`src/rtl/ascon_absorb_engine.sv`:
```
// ascon_absorb_engine
// Multi-cycle Ascon absorb engine. Takes rate-sized blocks over a valid/ready
// handshake, applies padding and domain separation, and steps an external
// one-round permutation unit ROUNDS times per block.

module ascon_absorb_engine #(
   parameter int RATE_BYTES    = 16,
   parameter int ROUNDS        = 8,
   parameter bit FINAL_PERMUTE = 1'b1,
   parameter bit DOMAIN_SEP    = 1'b1,
   parameter bit EMPTY_SKIP    = 1'b1,
   parameter int BW            = $clog2(RATE_BYTES + 1)
) (
   input  logic                    clk,
   input  logic                    rst_n,
   input  logic                    start,
   input  logic                    empty_i,
   input  logic                    abort,
   input  logic [319:0]            state_i,
   input  logic                    msg_valid,
   output logic                    msg_ready,
   input  logic [8*RATE_BYTES-1:0] msg_data,
   input  logic [BW-1:0]           msg_bytes,
   input  logic                    msg_last,
   output logic [319:0]            perm_state_o,
   output logic [3:0]              perm_round_o,
   input  logic [319:0]            perm_state_i,
   output logic [319:0]            state_o,
   output logic                    busy,
   output logic                    done,
   output logic [31:0]             blk_cnt
);

   localparam int             LANES      = RATE_BYTES / 8;
   localparam int             DW         = 8 * RATE_BYTES;
   localparam logic [3:0]     ROUND_BASE = 4'(12 - ROUNDS);
   localparam logic [3:0]     ROUND_LAST = 4'(ROUNDS - 1);
   localparam logic [DW-1:0]  PAD_ONE    = DW'(8'h01);

   typedef enum logic [2:0] {
      IDLE, WAIT_BLK, PERMUTE, PAD_BLK, FINAL, DONE
   } state_t;

   state_t         r_fsm;
   state_t         w_fsmNext;
   state_t         r_succ;
   state_t         w_succAfterBlk;
   logic [319:0]   r_state;
   logic [31:0]    r_blkCnt;
   logic [3:0]     r_round;
   logic           w_accept;
   logic           w_fullLast;
   logic           w_lastRound;
   logic [DW-1:0]  w_padVec;
   logic [319:0]   w_absorb;

   // A last block claiming RATE_BYTES or more is treated as full and gets a separate pad block
   assign w_fullLast  = (int'(msg_bytes) >= RATE_BYTES);
   assign w_lastRound = (r_round == ROUND_LAST);
   assign w_accept    = msg_valid && msg_ready;

   assign perm_state_o = r_state;
   assign state_o      = r_state;
   assign perm_round_o = ROUND_BASE + r_round;
   assign blk_cnt      = r_blkCnt;

   // Build the value XORed into the state: data lane k goes to x_k, plus the inline pad byte
   always_comb begin
      w_padVec = '0;
      if (msg_last && !w_fullLast)
         w_padVec = PAD_ONE << {msg_bytes, 3'b000};
      w_absorb = '0;
      for (int k = 0; k < LANES; k++)
         w_absorb[319-64*k -: 64] = msg_data[64*k +: 64] ^ w_padVec[64*k +: 64];
      if (!msg_last)
         w_succAfterBlk = WAIT_BLK;
      else if (w_fullLast)
         w_succAfterBlk = PAD_BLK;
      else
         w_succAfterBlk = FINAL;
   end

   // FSM state register
   always_ff @(posedge clk or negedge rst_n) begin
      if (!rst_n)
         r_fsm <= IDLE;
      else
         r_fsm <= w_fsmNext;
   end

   // Next-state logic; abort overrides every other transition
   always_comb begin
      w_fsmNext = r_fsm;
      if (abort) begin
         w_fsmNext = IDLE;
      end else begin
         case (r_fsm)
            IDLE: begin
               if (start) begin
                  if (!empty_i)
                     w_fsmNext = WAIT_BLK;
                  else if (EMPTY_SKIP)
                     w_fsmNext = FINAL;
                  else
                     w_fsmNext = PAD_BLK;
               end
            end
            WAIT_BLK: begin
               if (w_accept) begin
                  if (!msg_last || w_fullLast || FINAL_PERMUTE)
                     w_fsmNext = PERMUTE;
                  else
                     w_fsmNext = FINAL;
               end
            end
            PERMUTE:  if (w_lastRound) w_fsmNext = r_succ;
            PAD_BLK:  w_fsmNext = FINAL_PERMUTE ? PERMUTE : FINAL;
            FINAL:    w_fsmNext = DONE;
            DONE:     w_fsmNext = IDLE;
            default:  w_fsmNext = IDLE;
         endcase
      end
   end

   // Moore outputs; ready drops while abort is pending so nothing is consumed on that edge
   always_comb begin
      msg_ready = 1'b0;
      busy      = 1'b0;
      done      = 1'b0;
      case (r_fsm)
         IDLE:     busy = 1'b0;
         WAIT_BLK: begin
            busy      = 1'b1;
            msg_ready = !abort;
         end
         DONE: begin
            busy = 1'b1;
            done = 1'b1;
         end
         default:  busy = 1'b1;
      endcase
   end

   // Datapath: state register, block counter, round counter and post-permute successor
   always_ff @(posedge clk or negedge rst_n) begin
      if (!rst_n) begin
         r_state  <= '0;
         r_blkCnt <= '0;
         r_round  <= '0;
         r_succ   <= IDLE;
      end else if (abort) begin
         r_round <= '0;
      end else begin
         case (r_fsm)
            IDLE: begin
               if (start) begin
                  r_state  <= state_i;
                  r_blkCnt <= '0;
               end
            end
            WAIT_BLK: begin
               if (w_accept) begin
                  r_state  <= r_state ^ w_absorb;
                  r_blkCnt <= r_blkCnt + 32'd1;
                  r_succ   <= w_succAfterBlk;
               end
            end
            PAD_BLK: begin
               r_state[263:256] <= r_state[263:256] ^ 8'h01;
               r_blkCnt         <= r_blkCnt + 32'd1;
               r_succ           <= FINAL;
            end
            PERMUTE: begin
               r_state <= perm_state_i;
               r_round <= w_lastRound ? 4'd0 : r_round + 4'd1;
            end
            FINAL: begin
               if (DOMAIN_SEP)
                  r_state[63] <= ~r_state[63];
            end
            default: begin
               r_round <= '0;
            end
         endcase
      end
   end

endmodule

```
`config.mk`:
```
export PLATFORM = sky130hd
export DESIGN_NAME = ascon_absorb_engine
export DESIGN_NICKNAME = d
export VERILOG_FILES = /design/src/rtl/ascon_absorb_engine.sv
export SDC_FILE = /design/constraint.sdc
export NUM_CORES = 1
export LEC_CHECK = 0
export CAP_MARGIN = 20
export CORE_AREA = 2 2 575 577
export DETAILED_ROUTE_END_ITERATION = 10
export DIE_AREA = 0 0 577 579
export PLACE_DENSITY = 0.33
export SLEW_MARGIN = 20
export SYNTH_ARGS = -nofsm -noshare
export SYNTH_HDL_FRONTEND = slang
export SYNTH_SLANG_ARGS = --single-unit
```
`constraint.sdc`:
```
create_clock -name clk -period 2.7 [get_ports clk]
set_input_delay 0.54 -clock clk [delete_from_list [all_inputs] [get_ports clk]]
set_output_delay 0.54 -clock clk [all_outputs]
set_load 0.02 [all_outputs]
```
==> impl_metrics.csv <==
group,metric,value,unit
worst_setup_path,cp-end-kind,"output port",
cts,clk_pin_slew_worst_paths,60,ps
worst_setup_path,ff2ff_path_depth,6,
worst_setup_path,crit_type,"flop to output port",
cts,post_cts.repair.setup_buffers,0,
finish,layout_common_cells,"clkdlybuf4s50_1, dfrtp_1, nor2_1",
cts,cts_root_buf,"clkbuf_16",
timing,relSlewSlack,0.462,
timing,period_share,0.983,
worst_setup_path,critPathBufInv,1,
synth,postSynthCellCount,2439,
grt,antenna_found_initial,192,
synth,yosysTopAreaCell,"dfrtp_1",
synth,synth.distinct_cells,69,
floorplan,coreArea,0.329,sq mm
place,port_buffers,1458,
synth,postSynth.asyncResetShare,1.00,
place,placed_area,0.0399,sq mm
synth,yosysWarnings,0,
timing,fin_skew,47.9,ps
grt,grt_usage,0.150,
worst_setup_path,critPathMaxFanout,3,
cts,cts_inserted_buffers,57,
hold_path,hold_class,"primary input to asynchronous set/reset pin",
route,routedWlPerCell,32.5,um
status,status,"complete, no violations",
cts,clockBufferDepth,3,
worst_setup_path,rrSetupSlack,240,ps
grt,grt_pass1_wl,319000,um
synth,ys.flop_type,"dfrtp_1",
place,dp_slack,54.7,ps
worst_setup_path,crit_chain,"clkdlybuf4s50_1",
synth,synth_area_per_cell,8.91,sq um
timing,drv_slew,0,
finish,drive_above_1_share,0.0832,
synth,synth_area,0.0217,sq mm
pwr,total_power,51.0,mW
pwr,max-vdd-ir-drop,0.495,mV
worst_setup_path,cp.depth,1,
worst_setup_path,reg2reg_from,"blk_cnt[0]",
synth,synth-seq-cells,362,
worst_setup_path,crit_path_end,"state_o[177]",
worst_setup_path,r2r_end,"blk_cnt[22]",
timing,timing.hold.ws,268,ps
worst_setup_path,slowest_delay,910,ps
timing,setup_viol,0,
timing,fmax,377,MHz
cts,cts_tree,"yes",
timing,grt_setup_unrepaired,"no",
place,hpwl,230000,um
grt,grt-ovfl-total,0,
finish,finalNonFillerCells,8058,
run,maxCapViolations,0,
pwr,powerDensity,1220,mW/mm^2
synth,synth_seq_area_share,0.417,
worst_setup_path,cpMaxStageDelayCell,"clkdlybuf4s50_1",
timing,worst_pin_slew,807,ps
route,drt-vias-per-instance,3.22,
synth,syn-num-nets,3222,
timing,fin_setup_tns,0,ps
timing,worst_slack,45.8,ps
finish,fin_area,0.0419,sq mm
floorplan,die_h,579,um
synth,synth_top_area_share,0.417,
worst_setup_path,worstPathArrival,2110,ps
finish,final_core_util,0.127,
place,gp_congestion,0.867,
finish,area_delta_synth_final,92.8,%
floorplan,fp.dieW,577,um
route,drt_pass1_iterations,5,
worst_setup_path,setup.worst_path.start,"perm_state_o[177]",
cts,clk_latency,770,ps
worst_setup_path,cp.required,2160,ps
finish,final_nets,4347,
place,place_inst,7870,
floorplan,io_pins,1459,
floorplan,start_util,0.0661,
timing,hold_violations,0,
floorplan,die_area,0.334,sq mm
synth,synthTopCellsByArea,"dfrtp_1, buf_4, a221oi_1",
route,vias,25900,
floorplan,num_rows,211,
cts,htreeDepth,2,
route,drt_iter0_markers,1909,
route,routed_wl,262000,um
grt,grt_pass1_vias,25500,
route,ant_nets,0,
worst_setup_path,path_delay_family,"buffers and inverters",
worst_setup_path,crit_path_start_kind,"flop",
route,drcViolationCount,0,
finish,final_common_cell,"clkdlybuf4s50_1",
pwr,leakagePower,14.6,nW
timing,fin_crit,2650,ps
cts,cts.sinks,362,
synth,synth_enable_flop_cells,0,
grt,grt_max_degree,108,
[routing by layer]
metal,routed length (um),share of wire,GRT usage,vias up
met1,91900,0.35,0.156,12600
met4,13400,0.051,0.0738,96
met5,993,0.0038,0.0119,-
met3,33800,0.13,0.0815,471
li1,-,-,-,11100
met2,122000,0.46,0.244,1638
[synth_stat cells, drive strengths merged (24+ instances only)]
master / n
o2bb2ai: 112
nand4: 26
nor2: 232
o21ai: 161
inv: 32
nor2b: 32
a22oi: 128
clkbuf: 139
nand2: 152
a21oi: 158
nor3b: 123
buf: 385
or3: 24
a31oi: 83
dfrtp: 362
a221oi: 120
[worst reg2reg max path, delay by kind of cell, from the launching register on]
kind,cells,cell delay (ps)
flops,1,340
buf+inv,1,270
fa+ha+maj,1,270
simple gates,3,1340
compound gates,1,150
[registers in the layout, summed over array words and instances (netlist names)]
| name | flops |
|---|---|
| blk_cnt | 32 |
| perm_state_o | 320 |
| r_fsm | 3 |
| r_round | 4 |
| r_succ | 3 |
[final cells by class]
| type | count | area, sq um |
|---|---|---|
| diodes | 85 | 213 |
| inverters | 33 | 125 |
| well taps | 4366 | 5460 |
| clock inverters | 15 | 220 |
| repair buffers | 1590 | 15800 |
| multi-input cells | 1520 | 9350 |
| flip-flops and latches | 362 | 9070 |
| clock buffers | 87 | 1670 |
| fillers | 37500 | 287000 |
[cell families after synthesis]
logic type / count (synthesis) / share of synthesized area
AO/OA/AOI/OAI: 841 / 0.264
buffers and inverters: 557 / 0.156
multiplexers: 4 / 0.00207
AND/OR/NAND/NOR: 671 / 0.159
flip-flops: 362 / 0.417
XOR/XNOR: 1 / 0.000403
adder cells (fa/ha/maj): 3 / 0.00173
[worst min-delay path by stage]
stage,from,end,cells after the start
finish,rst_n,perm_state_o[87],2
global route,rst_n,perm_state_o[87],2
CTS,rst_n,perm_state_o[89],2
detailed placement,rst_n,perm_state_o[78],1
global placement,r_succ[0],r_succ[0],1
floorplan,rst_n,blk_cnt[0],0
[repair_timing]
action / CTS / global route
hold endpoints to repair: 76 / 0
gates resized for setup: 89 / 10
setup endpoints to repair: 86 / 9
hold buffers: 1 / 0
pin swaps: 0 / 0
[report_power, final]
part,total [mW],internal [mW],switching [mW]
combinational,31.6,11.8,19.8
clock,7.89,4.52,3.37
sequential,11.5,7.79,3.68
Power figures use the tool's default switching activity.
